$ cat config.mk
export PLATFORM = sky130hd
export DESIGN_NAME = ls_ou
export DESIGN_NICKNAME = d
export VERILOG_FILES = /design/src/rtl/ls_ou.sv
export SDC_FILE = /design/constraint.sdc
export NUM_CORES = 1
export LEC_CHECK = 0
export BUFFER_PORTS_ARGS = -buffer_cell sky130_fd_sc_hd__buf_2
export CAP_MARGIN = 20
export CORE_MARGIN = 4
export CORE_UTILIZATION = 52
export CTS_BUF_LIST = sky130_fd_sc_hd__clkbuf_8
export CTS_CLUSTER_SIZE = 28
export DETAILED_ROUTE_END_ITERATION = 7
export PLACE_DENSITY = 0.94
export SKIP_CTS_REPAIR_TIMING = 1
export SLEW_MARGIN = 5
export SYNTH_ARGS = -nofsm -noshare
export SYNTH_HDL_FRONTEND = slang
export SYNTH_SLANG_ARGS = --single-unit
$ cat constraint.sdc
create_clock -name clk -period 2.24 [get_ports clk]
set_input_delay 0.224 -clock clk [delete_from_list [all_inputs] [get_ports clk]]
set_output_delay 0.224 -clock clk [all_outputs]
set_load 0.005 [all_outputs]
$ cat src/rtl/ls_ou.sv
// ls_ou - parametrised load/store operation unit for the RCA datapath.
//
// Takes a base address (and, in store mode, store data) from two RCA operand
// channels. It raises a request to the LSQ with address = base + OFFSET. In load mode
// the unit keeps a credit count of outstanding loads. Returned load data is
// buffered in an in-order FIFO, so the downstream consumer may stall without
// losing responses.
//
// Parameters:
//   XLEN      datapath width
//   FN3       access width/sign code forwarded to the LSQ (constant per instance)
//   IS_STORE  0 = load unit, 1 = store unit
//   OFFSET    constant added to the base address (wraps modulo 2^XLEN)
//   DEPTH     max loads in flight + buffered; power of two, 2..16
//
// Ports:
//   clk, rst                         clock, synchronous active-high reset
//   data_in1/data_valid_in1          base address operand
//   data_in2/data_valid_in2          store data operand (store mode only)
//   data_in_ack1/data_in_ack2        operand consumed this cycle
//   uses_data_in1/uses_data_in2      static operand usage flags
//   data_out/data_valid_out          head of the result FIFO
//   data_out_ack                     consumer takes data_out this cycle
//   addr, data, fn3, load, store     LSQ request fields
//   new_request                      LSQ request strobe
//   lsq_full                         LSQ cannot accept a request
//   load_data/load_complete          in-order LSQ load response

module ls_ou #(
    parameter int unsigned         XLEN     = 32,
    parameter logic [2:0]          FN3      = 3'b001,
    parameter bit                  IS_STORE = 1'b0,
    parameter logic [XLEN-1:0]     OFFSET   = '0,
    parameter int unsigned         DEPTH    = 4
) (
    input  logic            clk,
    input  logic            rst,

    input  logic [XLEN-1:0] data_in1,
    input  logic            data_valid_in1,
    input  logic [XLEN-1:0] data_in2,
    input  logic            data_valid_in2,
    output logic            data_in_ack1,
    output logic            data_in_ack2,
    output logic            uses_data_in1,
    output logic            uses_data_in2,

    output logic [XLEN-1:0] data_out,
    output logic            data_valid_out,
    input  logic            data_out_ack,

    output logic [XLEN-1:0] addr,
    output logic [XLEN-1:0] data,
    output logic [2:0]      fn3,
    output logic            load,
    output logic            store,
    output logic            new_request,
    input  logic            lsq_full,
    input  logic [XLEN-1:0] load_data,
    input  logic            load_complete
);

    localparam int unsigned CW = $clog2(DEPTH + 1);
    localparam int unsigned PW = $clog2(DEPTH);

    localparam logic [CW:0]   DEPTH_W = (CW + 1)'(DEPTH);
    localparam logic [CW-1:0] ONE_C   = CW'(1);
    localparam logic [PW-1:0] ONE_P   = PW'(1);

    // Credit and FIFO state
    logic [CW-1:0]   in_flight;
    logic [CW-1:0]   count;
    logic [PW-1:0]   wr_ptr;
    logic [PW-1:0]   rd_ptr;
    logic [XLEN-1:0] mem [DEPTH];

    // Sticky flag: a completion arrived with no load outstanding.
    logic            err_unexp;

    logic [CW:0]     occupancy;
    logic            credit_ok;
    logic            issue;
    logic            load_issue;
    logic            push;
    logic            pop;
    logic            unexp_cpl;

    // ------------------------------------------------------------------
    // Static request fields
    // ------------------------------------------------------------------
    assign uses_data_in1 = 1'b1;
    assign uses_data_in2 = IS_STORE;
    assign fn3           = FN3;
    assign load          = !IS_STORE;
    assign store         = IS_STORE;

    assign addr = data_in1 + OFFSET;
    assign data = IS_STORE ? data_in2 : '0;

    // ------------------------------------------------------------------
    // Issue logic. The credit check only looks at registered counters, so a
    // pop in this cycle frees its slot for the next cycle, not this one.
    // ------------------------------------------------------------------
    assign occupancy = {1'b0, in_flight} + {1'b0, count};
    assign credit_ok = (occupancy < DEPTH_W);

    always_comb begin
        issue = 1'b0;
        if (IS_STORE) begin
            issue = data_valid_in1 && data_valid_in2 && !lsq_full;
        end else begin
            issue = data_valid_in1 && !lsq_full && credit_ok;
        end
    end

    assign new_request  = issue;
    assign data_in_ack1 = issue;
    assign data_in_ack2 = IS_STORE ? issue : 1'b0;

    assign load_issue = !IS_STORE && issue;

    // ------------------------------------------------------------------
    // Completion handling. Store units ignore responses entirely.
    // ------------------------------------------------------------------
    assign push      = !IS_STORE && load_complete && (in_flight != '0);
    assign unexp_cpl = !IS_STORE && load_complete && (in_flight == '0);

    assign data_valid_out = (count != '0);
    assign pop            = data_valid_out && data_out_ack;
    assign data_out       = data_valid_out ? mem[rd_ptr] : '0;

    // ------------------------------------------------------------------
    // Outstanding-load counter
    // ------------------------------------------------------------------
    always_ff @(posedge clk) begin
        if (rst) begin
            in_flight <= '0;
        end else begin
            case ({load_issue, push})
                2'b10:   in_flight <= in_flight + ONE_C;
                2'b01:   in_flight <= in_flight - ONE_C;
                default: in_flight <= in_flight;
            endcase
        end
    end

    // ------------------------------------------------------------------
    // Result FIFO control. Power-of-two depth lets the pointers wrap freely.
    // No overflow guard is needed: credits bound in_flight + count by DEPTH.
    // ------------------------------------------------------------------
    always_ff @(posedge clk) begin
        if (rst) begin
            count  <= '0;
            wr_ptr <= '0;
            rd_ptr <= '0;
        end else begin
            if (push) begin
                wr_ptr <= wr_ptr + ONE_P;
            end
            if (pop) begin
                rd_ptr <= rd_ptr + ONE_P;
            end
            case ({push, pop})
                2'b10:   count <= count + ONE_C;
                2'b01:   count <= count - ONE_C;
                default: count <= count;
            endcase
        end
    end

    // Storage needs no reset; data_out is masked while the FIFO is empty.
    always_ff @(posedge clk) begin
        if (push) begin
            mem[wr_ptr] <= load_data;
        end
    end

    // ------------------------------------------------------------------
    // Protocol error flag, cleared only by reset
    // ------------------------------------------------------------------
    always_ff @(posedge clk) begin
        if (rst) begin
            err_unexp <= 1'b0;
        end else if (unexp_cpl) begin
            err_unexp <= 1'b1;
        end
    end

endmodule
Word level (Yosys, flattened, before mapping)
Memories as Yosys holds them, arrays and structs flattened. A register that Yosys moved wholly into a read port is not among the register bits. Index checks and enable logic that the tools add are counted.

Add/subtract/negate cells: 7. $lt $le $gt $ge: 1. Equal/unequal tests: 4. Multiplexer cells: 7. Reduce and logical (&&, ||, !) cells: 9.

Operators with widths (count): two-way mux 32 bit (1); case mux 3 bit (2 select lines) (2); adder 3 x 1 -> 3 bit, second input constant (2); nonzero test 3 bit (2); subtractor 3 x 1 -> 3 bit, second input constant (2); adder 2 x 1 -> 2 bit, second input constant (2); adder 3 x 3 -> 4 bit (1); == test 2 x 1 -> 1 bit, second input constant (2); == test 2 bit, second input constant (2); logical AND 1 bit (4); < comparator 4 x 3 -> 1 bit, second input constant (1); two-way mux 2 bit (2); nonzero test 2 bit (2); two-way mux 1 bit (2); logical NOT 1 bit (1).

Register bits after elaboration: 10. RAM bits: 128. Word-level logic and storage cells: 33. Memories: 1.

Memories: mem (depth 4, width 32, rd ports 1, clocked after Yosys merged registers in 1, write ports 1, line 75) `logic [XLEN-1:0] mem [DEPTH];`.

Logic depth before layout (Yosys ltp)
Gate-level depths: netlist of the first run.

Word-level depth: 5. Gate-level depth with buffers: 9.

Worst setup path after synthesis of the first run
OpenSTA, ideal clock, no wires.

Kind: register -> register. From: register in_flight[2]. To: register count[2]. Setup time: 0.070 ns. Arrival: 1.933 ns. Data required time: 2.170 ns. Path slack: 0.237 ns. Stages on the path, launching flop included: 10. Buffers on the path: 1. Cells stage by stage: dfxtp_1 o31a_1 buf_2 inv_1 ha_1 inv_1 fa_1 xor2_1 or3_1 a21oi_1.

Cells in the longest elaborated chain, start to end: 4.

Ends and longest elaborated chain: start, declared (line 71) `logic [CW-1:0] in_flight;`; start signal, assigned (line 140) `2'b10: in_flight <= in_flight + ONE_C;`; start signal, assigned (line 141) `2'b01: in_flight <= in_flight - ONE_C;`; start signal, assigned (line 142) `default: in_flight <= in_flight;`; nonzero test 3 bit * (line 125) `assign push = !IS_STORE && load_complete && (in_flight != '0);`; logical AND 1 bit * (line 125); net push (line 84) `logic push;`; == test 2 x 1 -> 1 bit / == test 2 bit (equally long branches) (line 163) `case ({push, pop})`; case mux 3 bit (2 select lines) / nonzero test 2 bit (equally long branches); end signal, assigned (line 164) `2'b10: count <= count + ONE_C;`; end signal, assigned (line 165) `2'b01: count <= count - ONE_C;`; end signal, assigned (line 166) `default: count <= count;`; end, declared (line 72) `logic [CW-1:0] count;`.

The timed path passes the listed nets; every way through them passes the cells marked *. A chain may end at the register's enable or synchronous reset.

Worst setup path after layout of the first run
From: register in_flight[2]. To: register count[2].

Cells in the longest elaborated chain, start to end: 4.

Ends and longest elaborated chain (line): nonzero test 3 bit * (125); logical AND 1 bit * (125); == test 2 x 1 -> 1 bit / == test 2 bit (equally long branches) (163); case mux 3 bit (2 select lines) / nonzero test 2 bit (equally long branches).

Mark *: on every way between the ends. The rest lies on a longest branch, timed or not.

==> impl_metrics.csv, run 1 <==
group,metric,value,unit
run_status,status,"complete, no violations",
setup_path,crit_type,"reg2reg",
timing,period_minus_slack,2130,ps
logic_synthesis,synth.avg_cell_area,17.2,um^2
cts,htreeDepth,4,
setup_path,crit_chain,"o31a_1, inv_1, ha_1, inv_1, fa_1, xor2_1, or3_1, a21oi_1",
cts,cts_tree,"done",
detailed_routing,vias_per_cell,5.08,
floorplan,dieArea,0.0134,mm^2
final_layout,nNetsFinal,554,
detailed_routing,first_pass_iters,5,
pwr,ir_drop,0.972,mV
cts,ctsRootBufferMaster,"clkbuf_8",
cts,clk_latency,420,ps
grt,grt_use_total,0.159,
logic_synthesis,synth_seq_area_share,0.674,
final_layout,final_cells,597,
grt,grt_pass1_wl,15600,um
timing,slew_violations,0,
final_layout,drive_above_1_share,0.335,
placed_design,dpl_cell_area,0.00624,mm^2
setup_path,worstPathRequired,2590,ps
logic_synthesis,yosysTopAreaCell,"edfxtp_1",
pwr,p_leak,2.56,nW
setup_path,rrSetupSlack,110,ps
final_layout,nFillCells,801,
timing,skew,12.2,ps
detailed_routing,drtIter0Drc,199,
cts,path_clk_slew,80,ps
detailed_routing,drc_errors,0,
floorplan,initial_utilization,0.530,
logic_synthesis,synth_ff_type,"edfxtp_1",
final_layout,syn2layout_area_growth,15.4,%
logic_synthesis,synth_area,0.00606,mm^2
timing,fmax,0.470,GHz
logic_synthesis,synth_cells,352,
cts,cts_max_path_buffers,2,
grt,grt-ovfl-total,0,
setup_path,crit_arrival,2480,ps
placed_design,dp_cells,535,
floorplan,io_pins,210,
setup_path,crit_top_cell,"inv_1",
grt,grt_pass1_vias,3078,
setup_path,startpoint_type,"flip-flop",
timing,fin_crit_sh,0.950,
detailed_routing,detail-route-antenna-nets,0,
floorplan,rows,39,
logic_synthesis,yosysWarnings,0,
floorplan,die_x,116,um
detailed_routing,drt-total-wl,10700,um
floorplan,fp.dieH,116,um
flow_run,maxCapViolCount,0,
timing,hold_viol_final,0,
final_layout,antenna_cells,0,
logic_synthesis,synth_top_area_frac,0.635,
floorplan,core_area,0.0114,mm^2
final_layout,register_area,0.00409,mm^2
placed_design,gp_congestion,0.734,
detailed_routing,avgRoutedWirePerCell,17.9,um
logic_synthesis,synth.distinct_cells,26,
cts,cts.sinks,140,
logic_synthesis,yosys-top-cells-area,"edfxtp_1 (63%), mux4_2 (12%), buf_4 (9.0%)",
setup_path,crit_fanout,4,
setup_path,path_buf_inv,2,
cts,numCtsBuffers,17,
logic_synthesis,synth_seq_cells,140,
detailed_routing,vias,3032,
final_layout,multi_input_area,0.00146,mm^2
setup_path,slowest_delay,400,ps
setup_path,critPathCaptureType,"flip-flop",
placed_design,place_hpwl,6680,um
setup_path,cpLargestDelayFamily,"adder cells",
grt,grt_max_degree,36,
final_layout,fin_util,0.612,
logic_synthesis,synth-async-reset-ratio,0,
pwr,power.density,1060,mW/mm^2
placed_design,io_buffers,72,
final_layout,fin_area,0.00699,mm^2
hold_path,hp-class,"in2reg",
setup_path,cpMaxStageDelayCell,"fa_1",
grt,antenna_found_initial,0,
logic_synthesis,synth_edf_count,128,
timing,finalSetupViolCount,0,
timing,hold_slack,28.4,ps
[through the flow]
step	TNS (ps)	total power, mW	setup WS [ps]
4_1_cts	0	7.46	73.8
2_1_floorplan	0	4.70	237
6_report	0	7.42	112
3_5_place_dp	0	5.27	122
5_1_grt	-8.74	7.84	-8.74
3_3_place_gp	0	5.17	206
[path summary, 6_finish.rpt]
path / depth (start not counted) / end / from
setup / recovery: 8 / count[2] / in_flight[2]
hold / removal: 1 / mem[2][26] / load_data[26]
setup reg to reg: 8 / count[2] / in_flight[2]
hold reg to reg: 2 / count[2] / count[2]
[flip-flops by register name, indices dropped and copies added, names as in the netlist, named ones only]
register and flops:
mem 128, in_flight 3, rd_ptr 2, wr_ptr 2
count 3
[cells in the mapped netlist, types with 3 or more instances]
library cell / n
a21oi_1: 5
and2_1: 4
buf_2: 4
buf_4: 73
buf_6: 4
clkbuf_1: 4
dfxtp_1: 12
edfxtp_1: 128
ha_1: 8
inv_1: 12
mux4_2: 32
nor2_1: 10
nor2b_1: 32
o21ai_0: 3
or3_1: 3
xor2_1: 5
[metal layers]
layer  global-route usage  wire length (um)  share of wire
met2                0.273              5870           0.55
met1                0.171              3670           0.34
met4               0.0828               415          0.039
met3               0.0590               728          0.068
met5                    0                 0              0
[power by group]
| part | internal, mW | switching (mW) |
|---|---|---|
| combinational | 0.962 | 0.972 |
| clock | 1.31 | 0.880 |
| sequential | 3.19 | 0.117 |
| total | 5.45 | 1.97 |
[cell usage in the layout, fill, tap and decap left out, types with 2 or more instances in the layout]
cell type / Yosys / layout
bufinv_16: 0 / 5
clkinv_4: 0 / 2
dlygate4sd3_1: 0 / 30
conb_1: 2 / 40
dfxtp_2: 0 / 2
o21ai_0: 3 / 3
dfxtp_1: 12 / 10
nor2_1: 10 / 10
edfxtp_1: 128 / 128
mux4_2: 32 / 32
xor2_1: 5 / 5
ha_1: 8 / 7
buf_2: 4 / 72
a21oi_1: 5 / 5
and2_1: 4 / 4
inv_1: 12 / 14
clkinv_2: 0 / 3
or3_1: 3 / 3
buf_4: 73 / 14
clkinv_1: 0 / 2
fa_1: 2 / 2
clkbuf_8: 0 / 17
nor2b_1: 32 / 32
[logic make-up (layout without fill, tap and decap cells)]
group / after synthesis / count (layout) / synth area share
AO/OA/AOI/OAI: 10 / 10 / 0.00930
XOR/XNOR: 6 / 6 / 0.00868
adder cells (fa/ha/maj): 10 / 10 / 0.0231
buffers and inverters: 97 / 161 / 0.111
flip-flops: 140 / 140 / 0.674
multiplexers: 33 / 33 / 0.121
other: 2 / 40 / 0.00124
AND/OR/NAND/NOR: 54 / 54 / 0.0514
[layout make-up]
class                      instances  share of cell area
clock buffer                      17              0.0335
inverter                          12             0.00644
multi-input combinational        153               0.208
timing repair buffer             117               0.112
clock inverter                    15              0.0294
sequential                       140               0.585
tap                              143              0.0256
Power figures use the tool's default switching activity.
==> run 2, diff against run 1 <==
--- a/config.mk
+++ b/config.mk
@@ -8,11 +8,11 @@
 export BUFFER_PORTS_ARGS = -buffer_cell sky130_fd_sc_hd__buf_2
 export CAP_MARGIN = 20
 export CORE_MARGIN = 4
-export CORE_UTILIZATION = 52
+export CORE_UTILIZATION = 56
 export CTS_BUF_LIST = sky130_fd_sc_hd__clkbuf_8
 export CTS_CLUSTER_SIZE = 28
 export DETAILED_ROUTE_END_ITERATION = 7
-export PLACE_DENSITY = 0.94
+export PLACE_DENSITY = 0.95
 export SKIP_CTS_REPAIR_TIMING = 1
 export SLEW_MARGIN = 5
 export SYNTH_ARGS = -nofsm -noshare
==> constraint.sdc (replaced) <==
create_clock -name clk -period 2.6 [get_ports clk]
set_input_delay 0.26 -clock clk [delete_from_list [all_inputs] [get_ports clk]]
set_output_delay 0.26 -clock clk [all_outputs]
set_load 0.005 [all_outputs]
==> run 2 against run 1 <==
Compared with the run above:
- sequential share of layout area increased by 2.9 points
- core utilization increased by 2.6 points
- clock-buffer cell count unchanged
- clock skew decreased by 5.0 ps
==> impl_metrics.csv, run 2 (synthesis gave the netlist of run 1 again) <==
group,metric,value,unit
setup_path,cpLargestDelayFamily,"flip-flops",
final_layout,final_common_cell,"edfxtp_1",
timing,hold_viol_final,0,
grt,antenna_found_initial,0,
timing,slew_headroom,0.560,
setup_path,crit_type,"reg2out",
run_status,status,"complete, no violations",
cts,cts.sinks,140,
timing,slew_violations,0,
floorplan,core_area,0.0104,mm^2
cts,clk_latency,440,ps
cts,path_clk_slew,80,ps
detailed_routing,detail-route-antenna-nets,0,
final_layout,syn2layout_area_growth,9.86,%
setup_path,crit_chain,"buf_12, mux4_2, nor2b_1, buf_2",
final_layout,antenna_cells,0,
cts,ctsRootBufferMaster,"clkbuf_8",
final_layout,nNetsFinal,521,
cts,numCtsBuffers,17,
timing,finalSetupTns,0,ps
cts,htreeDepth,4,
detailed_routing,drtIter0Drc,159,
setup_path,cpMaxStageDelayCell,"dfxtp_1",
pwr,p_leak,2.40,nW
final_layout,nFillCells,744,
setup_path,crit_arrival,2020,ps
timing,grt_setup_unrepaired,"false",
final_layout,drive_above_1_share,0.355,
flow_run,maxCapViolCount,0,
detailed_routing,drt-total-wl,11200,um
floorplan,io_pins,210,
detailed_routing,first_pass_iters,4,
setup_path,critPathCaptureType,"primary output",
placed_design,place_hpwl,7670,um
floorplan,initial_utilization,0.581,
final_layout,layout_common_cells,"edfxtp_1 (128), buf_2 (72), conb_1 (40), mux4_2 (32), nor2b_1 (32)",
placed_design,gp_congestion,0.711,
setup_path,slowest_delay,710,ps
final_layout,largest_reg_flops,128,
floorplan,rows,37,
timing,finalSetupViolCount,0,
final_layout,reg_top3,"mem x128, count x3, in_flight x3",
timing,fmax,0.438,GHz
detailed_routing,drc_errors,0,
detailed_routing,avgRoutedWirePerCell,20.1,um
grt,grt_use_total,0.188,
placed_design,dp_cells,525,
cts,cts_max_path_buffers,2,
floorplan,fp.dieH,112,um
pwr,power.density,949,mW/mm^2
detailed_routing,vias_per_cell,5.26,
pwr,power.total,6.32,mW
setup_path,r2r_start,"in_flight[2]",
detailed_routing,vias,2925,
hold_path,hp-class,"in2reg",
grt,grt_max_degree,24,
timing,worst_pin_slew,658,ps
floorplan,die_x,112,um
hold_path,worstHoldStart,"load_data[25]",
placed_design,io_buffers,72,
setup_path,worstPathRequired,2340,ps
grt,grt_pass1_wl,17600,um
floorplan,dieArea,0.0125,mm^2
setup_path,path_buf_inv,2,
setup_path,startpoint_type,"flip-flop",
final_layout,largest-register,"mem",
grt,grt-ovfl-total,0,
final_layout,final_cells,556,
pwr,ir_drop,0.669,mV
timing,fin_crit_sh,0.878,
grt,grt_pass1_vias,3113,
setup_path,crit_fanout,21,
timing,skew,7.25,ps
timing,period_minus_slack,2280,ps
cts,cts_tree,"done",
-- run 2: final cells by class --
class / instances / area, um^2 / area share
sequential: 140 / 4090 / 0.614
multi-input combinational: 153 / 1450 / 0.218
timing repair buffer: 84 / 475 / 0.0715
clock buffer: 17 / 234 / 0.0352
inverter: 12 / 45.0 / 0.00677
clock inverter: 14 / 195 / 0.0293
tap: 136 / 170 / 0.0256
-- run 2: worst reg2reg max path, delay by kind of cell (launching register included) --
| kind | cells | cell delay [ps] |
|---|---|---|
| adder cells (fa/ha/maj) | 2 | 560 |
| XOR/XNOR | 1 | 160 |
| AND/OR/NAND/NOR | 1 | 330 |
| buffers and inverters | 2 | 170 |
| flip-flops | 1 | 340 |
| AO/OA/AOI/OAI | 2 | 600 |
-- run 2: per-layer routing --
| metal | part of all wire | wire [um] | global-route usage | vias to the layer above |
|---|---|---|---|---|
| li1 | - | - | - | 1301 |
| met1 | 0.34 | 3740 | 0.198 | 1468 |
| met2 | 0.57 | 6390 | 0.341 | 117 |
| met3 | 0.061 | 686 | 0.0641 | 39 |
| met4 | 0.031 | 343 | 0.0833 | 0 |
| met5 | 0 | 0 | 0 | - |
-- run 2: where the power goes --
| group | switching, mW | internal (mW) |
|---|---|---|
| registers | 0.110 | 2.74 |
| clock network | 0.803 | 1.04 |
| logic | 0.828 | 0.791 |
| total | 1.74 | 4.58 |
-- run 2: per-stage QoR --
step | hold slack, ps | worst slack [ps] | util | cell area (um^2)
2_1_floorplan | 329 | 597 | - | 6200
3_3_place_gp | 469 | 512 | 0.597 | 6220
3_5_place_dp | 476 | 401 | 0.597 | 6220
4_1_cts | 6.79 | 275 | 0.639 | 6650
5_1_grt | 0.270 | 176 | 0.639 | 6650
6_report | 37.0 | 317 | 0.639 | 6650
-- run 2: worst paths after layout --
path	slack, ps	endpoint	cells after the start
min	40	mem[0][25]	1
max	320	data_out[19]	4
min reg2reg	520	in_flight[2]	2
max reg2reg	370	count[2]	8
